## config.mk

```make
export PLATFORM = sky130hd
export DESIGN_NAME = cpu_ctrl_fsm
export DESIGN_NICKNAME = d
export VERILOG_FILES = /design/src/rtl/cpu_ctrl_fsm.sv
export SDC_FILE = /design/constraint.sdc
export NUM_CORES = 1
export LEC_CHECK = 0
export BUFFER_PORTS_ARGS = -buffer_cell sky130_fd_sc_hd__buf_2
export CAP_MARGIN = 0
export CORE_MARGIN = 5
export CORE_UTILIZATION = 46
export DETAILED_ROUTE_END_ITERATION = 10
export GPL_ROUTABILITY_DRIVEN = 0
export PLACE_DENSITY = 0.86
export SLEW_MARGIN = 0
export SYNTH_ARGS = -nofsm -noshare
export SYNTH_HDL_FRONTEND = slang
export SYNTH_SLANG_ARGS = --single-unit
export TNS_END_PERCENT = 100
```

## constraint.sdc

```tcl
create_clock -name clk -period 5.7 [get_ports clk]
set_input_delay 0.855 -clock clk [delete_from_list [all_inputs] [get_ports clk]]
set_output_delay 0.855 -clock clk [all_outputs]
set_load 0.03 [all_outputs]
```

## src/rtl/cpu_ctrl_fsm.sv

```systemverilog
`default_nettype none
// ============================================================================
// Module   : cpu_ctrl_fsm
// Purpose  : Multi-cycle CPU control sequencer. It fetches an instruction,
//            decodes it into ALU operand registers, captures the ALU result,
//            and then writes the register file and advances the PC. Faulting
//            or illegal instructions park the core in a terminal HALT state.
// Revision : 1.0 - initial release
// ----------------------------------------------------------------------------
// Parameters
//   RESET_PC        PC value loaded on reset
// Ports
//   clk, rst        clock (rising edge), asynchronous active-high reset
//   start           leaves IDLE and begins fetching at pc
//   imem_*          instruction fetch handshake (req/addr out, valid/rdata in)
//   rf_rs*_addr/data  combinational register-file read
//   alu_*  (out)    registered ALU operands, opcode and function
//   alu_*  (in)     ALU result, pc-update flag, write enable, error flag
//   rf_wr_*         register-file write port
//   pc, busy, halted  status
//   retired_cnt     WRITEBACK cycle count (only with RETIRE_COUNTER_EN)
// Build option
//   RETIRE_COUNTER_EN  adds the retired_cnt output and its counter
// ============================================================================
module cpu_ctrl_fsm #(
  parameter logic [31:0] RESET_PC = 32'h0000_0000
) (
  input  logic        clk,
  input  logic        rst,
  input  logic        start,
  output logic        imem_req,
  output logic [31:0] imem_addr,
  input  logic        imem_valid,
  input  logic [31:0] imem_rdata,
  output logic [4:0]  rf_rs1_addr,
  output logic [4:0]  rf_rs2_addr,
  input  logic [31:0] rf_rs1_data,
  input  logic [31:0] rf_rs2_data,
  output logic [31:0] alu_rs1_data,
  output logic [31:0] alu_rs2_data,
  output logic [31:0] alu_imm,
  output logic [6:0]  alu_opcode,
  output logic [3:0]  alu_func,
  input  logic [31:0] alu_sonuc,
  input  logic        alu_pc_update,
  input  logic        alu_we,
  input  logic        alu_hata,
  output logic        rf_wr_en,
  output logic [4:0]  rf_wr_addr,
  output logic [31:0] rf_wr_data,
  output logic [31:0] pc,
  output logic        busy,
  output logic        halted
`ifdef RETIRE_COUNTER_EN
  ,
  output logic [31:0] retired_cnt
`endif
);

  localparam logic [6:0] c_OP_RTYPE = 7'b0000001;
  localparam logic [6:0] c_OP_IMM_S = 7'b0000011;
  localparam logic [6:0] c_OP_IMM_Z = 7'b0000111;
  localparam logic [6:0] c_OP_BRNCH = 7'b0001111;

  typedef enum logic [2:0] {
    S_IDLE      = 3'd0,
    S_FETCH     = 3'd1,
    S_DECODE    = 3'd2,
    S_EXECUTE   = 3'd3,
    S_WRITEBACK = 3'd4,
    S_HALT      = 3'd5
  } state_t;

  state_t      r_state;
  state_t      w_state_nxt;
  logic [31:0] r_pc;
  logic [31:0] r_instr;
  logic [31:0] r_rs1_data;
  logic [31:0] r_rs2_data;
  logic [31:0] r_imm;
  logic [6:0]  r_opcode;
  logic [3:0]  r_func;
  logic [31:0] r_sonuc;
  logic        r_pc_update;
  logic        r_we;

  logic [6:0]  w_opcode;
  logic [4:0]  w_rd;
  logic [31:0] w_imm;
  logic        w_legal;

  assign w_opcode = r_instr[6:0];
  assign w_rd     = r_instr[15:11];

  // Immediate decode from the latched instruction word.
  always_comb begin
    w_imm = 32'd0;
    case (w_opcode)
      c_OP_IMM_S: w_imm = {{21{r_instr[31]}}, r_instr[31:21]};
      c_OP_IMM_Z: w_imm = {16'd0, r_instr[31:16]};
      c_OP_BRNCH: w_imm = {{21{r_instr[31]}}, r_instr[31:26], r_instr[15:11]};
      default:    w_imm = 32'd0;
    endcase
  end

  // Legality is judged on the operand registers that the ALU is working on,
  // so the decision lines up with the EXECUTE cycle.
  always_comb begin
    w_legal = 1'b0;
    case (r_opcode)
      c_OP_RTYPE: begin
        case (r_func)
          4'd0, 4'd1, 4'd4, 4'd5, 4'd6, 4'd7, 4'd8, 4'd13: w_legal = 1'b1;
          default:                                         w_legal = 1'b0;
        endcase
      end
      c_OP_IMM_S, c_OP_IMM_Z, c_OP_BRNCH: w_legal = 1'b1;
      default:                            w_legal = 1'b0;
    endcase
  end

  // Next-state and state-decoded outputs.
  always_comb begin
    w_state_nxt = r_state;
    imem_req    = 1'b0;
    busy        = 1'b0;
    halted      = 1'b0;
    rf_wr_en    = 1'b0;
    case (r_state)
      S_IDLE: begin
        if (start) w_state_nxt = S_FETCH;
      end
      S_FETCH: begin
        imem_req = 1'b1;
        busy     = 1'b1;
        if (imem_valid) w_state_nxt = S_DECODE;
      end
      S_DECODE: begin
        busy        = 1'b1;
        w_state_nxt = S_EXECUTE;
      end
      S_EXECUTE: begin
        busy = 1'b1;
        if (alu_hata || !w_legal) w_state_nxt = S_HALT;
        else                      w_state_nxt = S_WRITEBACK;
      end
      S_WRITEBACK: begin
        busy        = 1'b1;
        rf_wr_en    = r_we && (w_rd != 5'd0);
        w_state_nxt = S_FETCH;
      end
      S_HALT: begin
        halted = 1'b1;
      end
      default: w_state_nxt = S_IDLE;
    endcase
  end

  always_ff @(posedge clk or posedge rst) begin
    if (rst) begin
      r_state     <= S_IDLE;
      r_pc        <= RESET_PC;
      r_instr     <= 32'd0;
      r_rs1_data  <= 32'd0;
      r_rs2_data  <= 32'd0;
      r_imm       <= 32'd0;
      r_opcode    <= 7'd0;
      r_func      <= 4'd0;
      r_sonuc     <= 32'd0;
      r_pc_update <= 1'b0;
      r_we        <= 1'b0;
    end else begin
      r_state <= w_state_nxt;
      case (r_state)
        S_FETCH: begin
          if (imem_valid) r_instr <= imem_rdata;
        end
        S_DECODE: begin
          r_rs1_data <= rf_rs1_data;
          r_rs2_data <= rf_rs2_data;
          r_imm      <= w_imm;
          r_opcode   <= w_opcode;
          r_func     <= r_instr[10:7];
        end
        S_EXECUTE: begin
          r_sonuc     <= alu_sonuc;
          r_pc_update <= alu_pc_update;
          r_we        <= alu_we;
        end
        S_WRITEBACK: begin
          // Relative jump by the ALU result, or sequential advance; both wrap.
          r_pc <= r_pc_update ? (r_pc + r_sonuc) : (r_pc + 32'd4);
        end
        default: ;
      endcase
    end
  end

`ifdef RETIRE_COUNTER_EN
  logic [31:0] r_retired_cnt;

  always_ff @(posedge clk or posedge rst) begin
    if (rst) begin
      r_retired_cnt <= 32'd0;
    end else if (r_state == S_WRITEBACK) begin
      r_retired_cnt <= r_retired_cnt + 32'd1;
    end
  end

  assign retired_cnt = r_retired_cnt;
`endif

  assign imem_addr    = r_pc;
  assign pc           = r_pc;
  assign rf_rs1_addr  = r_instr[20:16];
  assign rf_rs2_addr  = r_instr[25:21];
  assign alu_rs1_data = r_rs1_data;
  assign alu_rs2_data = r_rs2_data;
  assign alu_imm      = r_imm;
  assign alu_opcode   = r_opcode;
  assign alu_func     = r_func;
  assign rf_wr_addr   = w_rd;
  assign rf_wr_data   = r_sonuc;

endmodule
`default_nettype wire

```

==> results of run 1 <==
[area by class of cell]
type	count	share of cell area (%)
timing repair buffer	365	14.8
sequential	193	38.3
inverter	17	0.536
tap	285	2.83
clock inverter	14	1.45
multi-input combinational	787	38.6
clock buffer	18	3.48
[power breakdown]
group | total (mW) | switching [mW] | leakage (nW) | internal [mW]
clock network | 1.25 | 0.637 | 0.301 | 0.616
logic | 4.77 | 3.13 | 3.83 | 1.65
registers | 2.61 | 0.618 | 2.37 | 1.99
total | 8.63 | 4.38 | 6.51 | 4.25
[metrics by stage]
| stage | utilization [%] | setup slack (ns) |
|---|---|---|
| 6_report | 56.0 | 2.59 |
| 5_1_grt | 56.0 | 2.45 |
| 4_1_cts | 56.0 | 2.58 |
| 3_5_place_dp | 53.2 | 2.84 |
| 3_3_place_gp | 53.2 | 2.90 |
| 2_1_floorplan | - | 2.35 |
[logic make-up after synthesis]
group | count (synthesis) | synth area share, %
simple gates | 425 | 18.0
compound gates | 223 | 13.9
flops | 193 | 46.3
buf+inv | 133 | 7.07
mux | 78 | 8.36
fa+ha+maj | 33 | 4.03
xor+xnor | 28 | 2.35
[cells in the mapped netlist, types with 3 or more instances]
cell and n:
nor4b_1 3, nand3_1 21, and2_1 10, a22o_1 10, a21o_1 17, inv_1 17
and4_1 3, a221oi_1 6, nand4_1 9, dfrtp_1 193, nor3_1 17, o21ai_1 11
o21a_1 16, or3_1 3, xnor2_1 15, mux2_2 72, a21oi_1 75, and3_1 16
ha_1 32, o21bai_1 4, xor2_1 13, o21ai_0 21, a31oi_1 11, mux2i_1 6
o211ai_1 4, nand2_1 268, nor2b_1 8, buf_1 7, nor2_1 46, nor4_1 3
nand2b_1 5, clkbuf_1 45, a41oi_1 3, buf_4 63, o22ai_1 22
[worst paths after layout]
| kind | depth (start not counted) | start | slack, ns | end |
|---|---|---|---|---|
| worst max-delay path | 5 | r_state[1] | 2.59 | rf_wr_en |
| worst min-delay path | 2 | r_instr[8] | 0.47 | alu_func[1] |
| worst max register to register | 9 | imem_addr[13] | 2.79 | imem_addr[31] |
| worst min register to register | 2 | r_instr[8] | 0.47 | alu_func[1] |
| max in group asynchronous | 3 | rst | 4.21 | rf_wr_data[28] |
| min in group asynchronous | 3 | rst | 0.69 | alu_func[1] |
[metal layers]
layer / part of all wire, % / vias up
met5: 0.091 / -
met4: 2.5 / 6
met3: 9.0 / 48
met2: 50 / 406
met1: 38 / 4411
li1: - / 4334
[sequential cells by signal, summed over array words and instances (netlist names)]
register / flops
r_we: 1
r_pc_update: 1
imem_addr: 32
alu_opcode: 7
r_instr: 32
alu_imm: 17
alu_func: 4
alu_rs2_data: 32
rf_wr_data: 32
r_state: 3
alu_rs1_data: 32
[worst register-to-register path, stage by stage (launching register included)]
cell      delay [ns]
dfrtp_1         0.48
ha_1            0.42
nand2_1         0.13
nor3_1          0.21
a31oi_1         0.18
a311oi_2        0.44
a21oi_2         0.11
o21bai_2        0.21
nor3_1          0.07
or4_1           0.53
==> summary.txt, run 1 <==
Synth
  • Sequential fraction of the synthesis area: ~46%
  • Post-synth ARST share: 100%
  • Number of flops mapped to enable cells by yosys: 0
  • Syn avg cell area: between 9 and 10 um^2
  • Top-area cell type share of the netlist area: 46.3%
  • Syn Std Cell Area: about 10000 um^2
  • Top post-synthesis cells by area: dfrtp_1 46%, nand2_1 9.7%, mux2_2 7.8%, buf_4 4.5%, ha_1 3.8%
  • Synthesized net count: about 1300
  • Register bit total from synthesis: about 190
  • Distinct cells, synth: 66
  • YS warnings: 0
  • Largest area contributor in the synthesized netlist: dfrtp_1
  • Primary FF master, synth: dfrtp_1
  • Cells after synthesis: about 1100

Die
  • Core Region: ~23000 um^2
  • Die height: 161 um
  • Starting Density: between 40% and 50%
  • Die Area: between 20000 and 30000 um^2
  • Die X: roughly 160 um
  • Boundary Pins: approximately 360
  • Site row count: 55

Timing
  • Final setup viols: 0
  • Final Cycle Share: a little over half
  • Minimum clock period: just over 3 ns
  • Slew HR: between 20% and 30%
  • Hold Slack: about 0.47 ns
  • Setup TNS Final: 0 ns
  • Fmax: 322 MHz
  • Worst-margin pin slew: about 1.1 ns
  • Fin Clk Skew: approximately 0.016 ns
  • Final hold vios: 0
  • RSZ-0062 raised after global routing: no
  • Pins Over Slew Limit: 0

CTS
  • Clock Path Buffers: 2
  • Root Driver: clkbuf_16
  • CTS Buf Count: 17
  • Worst-Skew Late Latency: between 0.4 and 0.5 ns
  • # clock sinks: 193
  • H-tree depth: 4
  • Post-CTS sizing: 0
  • Clock slew at reported path FFs: roughly 0.090 ns
  • Hold buffers post-CTS: 0
  • CTS tree: built
  • Setup Buffers After CTS: 0

Route
  • Wire per inst: 18.2 um
  • Vias per std cell: approximately 5.5
  • Total routed wirelength: approximately 30000 um
  • DR iter-0 viols: 677
  • DR vias: ~9200
  • Remaining DRCs: 0
  • Pre-antenna DRT Iters: 5
  • Antenna-violating nets left: 0

Setup path
  • Arrival time worst endpoint: 2.25 ns
  • Crit Path Max Fanout: 41
  • Crit Path Class: register to primary output
  • Startpoint Class: register
  • Number of buffers and inverters on the critical path: 2
  • WP data required: approximately 4.9 ns
  • Crit path cell chain: nor2_1 -> and2_1 -> buf_4 -> o311a_1 -> buf_2
  • CP endpoint kind: primary output
  • Crit-path max cell delay: around 0.46 ns
  • CP top delay family: buffers and inverters
  • Crit-path slowest cell: dfrtp_1

Layout
  • Layout fillers: 1954
  • Multi-input gate area: 4860 um^2
  • Most common cell after layout, fill and taps aside: buf_2
  • Final instance area: between 10000 and 15000 um^2
  • Layout cell share with drive strength beyond 1: 34.9%
  • Final #Nets: 1549
  • Non-filler cells in the finished layout: approximately 1700
  • FF+latch area: 4830 um^2
  • Layout area overhead: 20.9%
  • Ant diodes: 0
  • Most frequent cells in the layout: 356 x buf_2, 268 x nand2_1, 193 x dfrtp_1

GRT
  • Grt peak-use layer: met2
  • Grt met3 use: 6.75%
  • First-pass GRT wire length: 48800 um
  • Number of global-route vias before repair: approximately 9000
  • Routing usage on met2: between 40% and 50%
  • Initial antenna violation count: 3
  • M1 GR Usage: 28.1%
  • Pin count of the biggest net entering global routing: ~190
  • Total Routing Usage GR: 23.3%
  • Global route total overflow: 0

Min path
  • Class of the worst hold path: register to register

Placed design
  • Cells after DPL: between 1500 and 2000
  • Placed inst area: roughly 12000 um^2
  • Port-buffer cells: roughly 360
  • DPL Wire Length: between 20000 and 25000 um

Flow run
  • Max-cap violations: 0

Pwr
  • Power Total: between 8 and 9 mW
  • Pwr/cell area: 685 nW/um^2
  • Maximum VDD drop: roughly 0.00035 V
  • Pleak: 6.51 nW

Status
  • Status: complete, no violations
(Power assumes the default switching activity.)
==> run 2, diff against run 1 <==
Clock period 5.7 ns to 2.7 ns, I/O delays scaled along.
==> summary.txt, run 2 (synthesis results as in run 1) <==
Die
  • Die height: ~160 um
  • Die X: 161 um
  • Die Area: between 20000 and 30000 um^2
  • Starting Density: 46.3%
  • Boundary Pins: roughly 360
  • Site row count: 55
  • Core Region: between 20000 and 25000 um^2

GRT
  • Grt met3 use: under 10%
  • Pin count of the biggest net entering global routing: between 70 and 80
  • Routing usage on met2: 43.2%
  • First-pass GRT wire length: about 51000 um
  • Initial antenna violation count: 5
  • M1 GR Usage: between 20% and 30%
  • Global route total overflow: 0
  • Grt peak-use layer: met2
  • Number of global-route vias before repair: 9666
  • Total Routing Usage GR: between 20% and 30%

Layout
  • Layout fillers: between 1500 and 2000
  • Non-filler cells in the finished layout: 1741
  • Most common cell after layout, fill and taps aside: buf_2
  • Multi-input gate area: 5100 um^2
  • FF+latch area: between 4000 and 5000 um^2
  • Final #Nets: ~1600
  • Final core occ: 59.3%
  • Most frequent cells in the layout: 356 x buf_2, 268 x nand2_1, 193 x dfrtp_1
  • Layout area overhead: 28.0%
  • Layout cell share with drive strength beyond 1: ~40%

Timing
  • Setup TNS Final: 0 ns
  • Final hold vios: 0
  • Fmax: between 300 and 400 MHz
  • Final Cycle Share: between 90% and 100%
  • Final setup viols: 0
  • Fin Clk Skew: 0.0240 ns
  • Worst-margin pin slew: 0.663 ns
  • RSZ-0062 raised after global routing: yes
  • Hold Slack: 0.0282 ns
  • Slew HR: ~56%
  • Pins Over Slew Limit: 0
  • Minimum clock period: ~2.6 ns

Route
  • Total routed wirelength: about 33000 um
  • DR iter-0 viols: 700
  • DR vias: ~9700
  • Antenna-violating nets left: 0
  • Pre-antenna DRT Iters: 5
  • Vias per std cell: 5.59
  • Wire per inst: 19.0 um
  • Remaining DRCs: 0

Setup path
  • R2r setup slk: 0.06 ns
  • Crit Path Max Fanout: 4
  • CP endpoint kind: register
  • Crit-path max cell delay: about 0.41 ns
  • Crit path cell chain: ha_1 -> buf_4 -> a41oi_1 -> o21ai_1 -> nor4_2 -> buf_4 -> o2111ai_1 -> a31oi_1 -> xor2_1 -> o21ai_1
  • Crit Reg-Reg Startpoint: rf_wr_data[9]
  • Startpoint Class: register
  • Worst reg2reg path depth: 10
  • Crit-path slowest cell: dfrtp_1
  • Arrival time worst endpoint: 2.94 ns
  • R2R Path End: imem_addr[28]
  • Crit Path Class: register to register
  • WP data required: around 3.0 ns

Pwr
  • Clock power frac: between 10% and 20%
  • Pwr/cell area: about 1500 nW/um^2
  • NetSw: between 9 and 10 mW
  • Logic pwr share: 58.8%
  • Switching Share: between 50% and 60%
  • Pleak: roughly 6.8 nW
  • Cell internal pwr: slightly below 10 mW
  • Sequential power share: approximately 28%
  • Maximum VDD drop: 0.000746 V

CTS
  • CTS Buf Count: 17
  • H-tree depth: 4
  • Clock Path Buffers: 2
  • # clock sinks: ~190
  • CTS tree: built
  • Worst-Skew Late Latency: ~0.44 ns
  • Clock slew at reported path FFs: approximately 0.090 ns
  • Hold buffers post-CTS: 0
  • Root Driver: clkbuf_16

Placed design
  • DPL Wire Length: 24600 um
  • Cells after DPL: between 1500 and 2000
  • Port-buffer cells: between 300 and 400

Status
  • Status: complete, no violations

Flow run
  • Max-cap violations: 0

Min path
  • Class of the worst hold path: primary input to asynchronous set/reset pin
## run 2: how the worst max path moves through the flow
stage / slack (ns) / start / end
4_1_cts: 0.007 / rf_wr_data[12] / imem_addr[31]
2_1_floorplan: -0.20 / rst / alu_func[0]
6_report: 0.06 / rf_wr_data[9] / imem_addr[28]
3_3_place_gp: 0.05 / imem_addr[8] / imem_addr[31]
3_5_place_dp: -0.08 / rf_wr_data[17] / imem_addr[31]
5_1_grt: -0.06 / rf_wr_data[0] / imem_addr[18]
## run 2: what timing repair did
action | 4_1_cts | 5_1_grt
setup buffers | 1 | 3
pin swaps | 1 | 15
setup endpoints to repair | 3 | 8
gates resized for setup | 7 | 24
## run 2: critical path, delay by kind of cell (launching register included)
family          cells  cell delay (ns)
simple gates        1             0.34
xor+xnor            1             0.17
buf+inv             2             0.36
fa+ha+maj           1             0.33
flops               1             0.41
compound gates      5             0.89
## run 2: layout make-up
type	instances	area share, %
Sequential cell	193	36.2
Inverter	17	0.506
Clock buffer	17	3.19
Tap cell	285	2.67
Multi-Input combinational cell	787	38.2
Clock inverter	15	1.41
Antenna cell	1	0.0188
Timing Repair Buffer	426	17.8
## run 2: power by group through the flow
| stage | combinational [mW] | sequential, mW | clock [mW] |
|---|---|---|---|
| after floorplan | 5.83 | 7.19 | 0 |
| after global placement | 10.6 | 5.28 | 0 |
| after detailed placement | 10.9 | 5.37 | 0 |
| after CTS | 11.1 | 5.33 | 2.67 |
| after global routing | 12.2 | 5.59 | 2.81 |
| final | 11.5 | 5.40 | 2.62 |
## run 2: metal layers
| metal | share of wire [%] | vias up | routed length, um |
|---|---|---|---|
| met5 | 0.085 | - | 28 |
| met1 | 37 | 4670 | 12300 |
| li1 | - | 4473 | - |
| met3 | 8.7 | 95 | 2880 |
| met4 | 3.4 | 6 | 1110 |
| met2 | 51 | 493 | 16800 |
## run 2: metrics by stage
| stage | setup slack (ns) | power [mW] | area [um^2] |
|---|---|---|---|
| 6_report | 0.0599 | 19.5 | 13300 |
| 3_3_place_gp | 0.0517 | 15.9 | 12500 |
| 2_1_floorplan | -0.195 | 13.0 | 10400 |
| 3_5_place_dp | -0.0819 | 16.3 | 12500 |
| 5_1_grt | -0.0581 | 20.6 | 13300 |
| 4_1_cts | 0.00715 | 19.1 | 13100 |
==> run 3, diff against run 2 <==
Settings changed: ABC_AREA from default to 1, CORE_UTILIZATION 46 to 40, CTS_BUF_LIST from default to sky130_fd_sc_hd__clkbuf_4 sky130_fd_sc_hd__clkbuf_8, PLACE_DENSITY 0.86 to 0.77.
==> summary.txt, run 3 <==
Die
  • Core Region: between 20000 and 30000 um^2
  • Die Area: roughly 32000 um^2
  • Starting Density: 40.4%
  • Die height: ~180 um
  • Boundary Pins: between 300 and 400
  • Die X: around 180 um
  • Site row count: 61

Synth
  • Syn Std Cell Area: 11200 um^2
  • Top cells by count, synth: 509 x nand2_1, 193 x dfrtp_1, 154 x inv_1
  • Syn avg cell area: about 7.7 um^2
  • Number of flops mapped to enable cells by yosys: 0
  • Sequential fraction of the synthesis area: 43.0%
  • Proportion of synthesized area in mux cells: under 10%
  • Top post-synthesis cells by area: dfrtp_1 43%, nand2_1 17%, inv_1 5.1%, mux2_2 4.9%, buf_4 4.2%
  • Top-count cell post-synth: nand2_1
  • Synthesized net count: 1625
  • YS warnings: 0
  • Cells after synthesis: roughly 1500
  • Largest area contributor in the synthesized netlist: dfrtp_1
  • Distinct cells, synth: 44
  • Synthesized-area fraction occupied by adder cells: under 10%
  • Main combinational cell family by area after synthesis: simple AND/OR/NAND/NOR gates
  • Primary FF master, synth: dfrtp_1
  • Register bit total from synthesis: about 190
  • Simple-gate share of the synthesized area: approximately 28%
  • Post-synthesis xor/xnor area fraction: 1.01%
  • Post-synthesis compound-gate area fraction: between 8 and 9%
  • Post-synth ARST share: 100%
  • Top-area cell type share of the netlist area: between 40% and 50%

CTS
  • CTS Buf Count: 17
  • # clock sinks: 193
  • H-tree depth: 4
  • Clock slew at reported path FFs: 0.15 ns
  • CTS tree: built
  • Root Driver: clkbuf_8
  • Worst-Skew Late Latency: about 0.48 ns
  • Clock Path Buffers: 2

Flow run
  • Max-cap violations: 0

Timing
  • Fmax: between 400 and 500 MHz
  • Final hold vios: 0
  • Final Cycle Share: between 80% and 90%
  • Worst-margin pin slew: ~1.0 ns
  • Setup TNS Final: 0 ns
  • Final setup viols: 0
  • RSZ-0062 raised after global routing: no
  • Slew HR: a little under a third
  • Fin Clk Skew: 0.0234 ns
  • Hold Slack: 0.102 ns
  • Minimum clock period: 2.36 ns
  • Pins Over Slew Limit: 0

Status
  • Status: complete, no violations

Pwr
  • Power Total: around 5.6 mW
  • Pwr/cell area: 413 nW/um^2
  • Maximum VDD drop: between 0.0003 and 0.0004 V
  • Pleak: ~7.3 nW

Min path
  • Class of the worst hold path: primary input to register

GRT
  • Initial antenna violation count: 6
  • Global route total overflow: 0
  • Number of global-route vias before repair: 10700
  • Pin count of the biggest net entering global routing: approximately 110
  • Total Routing Usage GR: 22.8%
  • First-pass GRT wire length: around 57000 um

Route
  • Total routed wirelength: 36400 um
  • DR vias: between 10000 and 15000
  • Antenna-violating nets left: 0
  • Pre-antenna DRT Iters: 6
  • DR iter-0 viols: around 710
  • Remaining DRCs: 0
  • Vias per std cell: a little over 5
  • Wire per inst: 17.0 um

Setup path
  • WP data required: roughly 2.3 ns
  • R2R Path End: imem_addr[29]
  • CP endpoint kind: primary output
  • Crit Path Class: register to primary output
  • R2r setup slk: 0.43 ns
  • Worst setup path end: rf_wr_en
  • Worst reg2reg path depth: 7
  • Crit Path Max Fanout: 6
  • Critical path launch point: r_state[0]
  • Startpoint Class: register
  • Crit Reg-Reg Startpoint: imem_addr[17]
  • Arrival time worst endpoint: between 1.5 and 2 ns

Layout
  • Layout cell share with drive strength beyond 1: 27.9%
  • Layout fillers: ~2800
  • Layout area overhead: 20.4%
  • Most frequent cells in the layout: 508 x nand2_1, 356 x buf_2, 193 x dfrtp_1
  • Final #Nets: between 1500 and 2000
  • Most common cell after layout, fill and taps aside: nand2_1
  • Final instance area: 13500 um^2

Placed design
  • Port-buffer cells: roughly 360
  • Placed inst area: about 13000 um^2
  • DPL Wire Length: around 28000 um
[run 3: how the worst min path moves through the flow]
stage	to	start	cells past startpoint
3_3_place_gp	alu_func[3]	r_instr[10]	2
3_5_place_dp	alu_rs2_data[14]	alu_rs2_data[14]	2
4_1_cts	alu_rs2_data[22]	rf_rs2_data[22]	3
2_1_floorplan	alu_func[0]	r_instr[7]	2
5_1_grt	alu_rs2_data[22]	rf_rs2_data[22]	3
6_report	alu_rs1_data[2]	rf_rs1_data[2]	3
[run 3: worst max-delay path: stages, from the launching register on]
cell and delay, ns:
dfrtp_1 0.43, nor2_1 0.14, inv_1 0.11, nor2_4 0.21, nand2_1 0.09, a31oi_1 0.27, buf_2 0.26
[run 3: cells by family after synthesis]
group / count (synthesis)
compound gates: 168
xor+xnor: 13
fa+ha+maj: 33
buf+inv: 259
flops: 193
mux: 52
simple gates: 739
[run 3: metrics by stage]
stage | setup WS (ns) | std cells | utilization [%]
after floorplan | -0.195 | 1457 | -
after detailed placement | 0.568 | 2106 | 46.8
after CTS | 0.0996 | 2139 | 48.6
final | 0.335 | 2142 | 48.7
after global routing | 0.117 | 2142 | 48.7
after global placement | 0.598 | 2106 | 46.8
[run 3: timing repair]
item	CTS	global route
hold buffers	1	0
endpoints found under the hold margin	25	0
resized for setup	0	2
setup buffers	0	1
endpoints found under the setup margin	0	1
[run 3: report_power, final]
group | internal (mW) | leakage (nW) | switching (mW)
logic | 0.156 | 4.91 | 0.253
registers | 2.92 | 2.21 | 0.0303
clock network | 0.795 | 0.232 | 1.43
[run 3: area by class of cell]
cell class / instances / area [um^2] / area share, %
Clock inverter: 15 / 238 / 1.76
Tap cell: 378 / 473 / 3.50
Sequential cell: 193 / 4830 / 35.7
Antenna cell: 2 / 5.00 / 0.0370
Inverter: 159 / 604 / 4.47
Multi-Input combinational cell: 1005 / 5170 / 38.3
Clock buffer: 17 / 234 / 1.73
Timing Repair Buffer: 373 / 1960 / 14.5
[run 3: per-layer routing]
metal | share of wire [%] | global-route usage [%] | routed length (um)
met2 | 50 | 40.0 | 18200
met4 | 2.7 | 7.06 | 982
met3 | 8.9 | 5.84 | 3250
met5 | 0.16 | 0 | 59
met1 | 38 | 27.5 | 13900
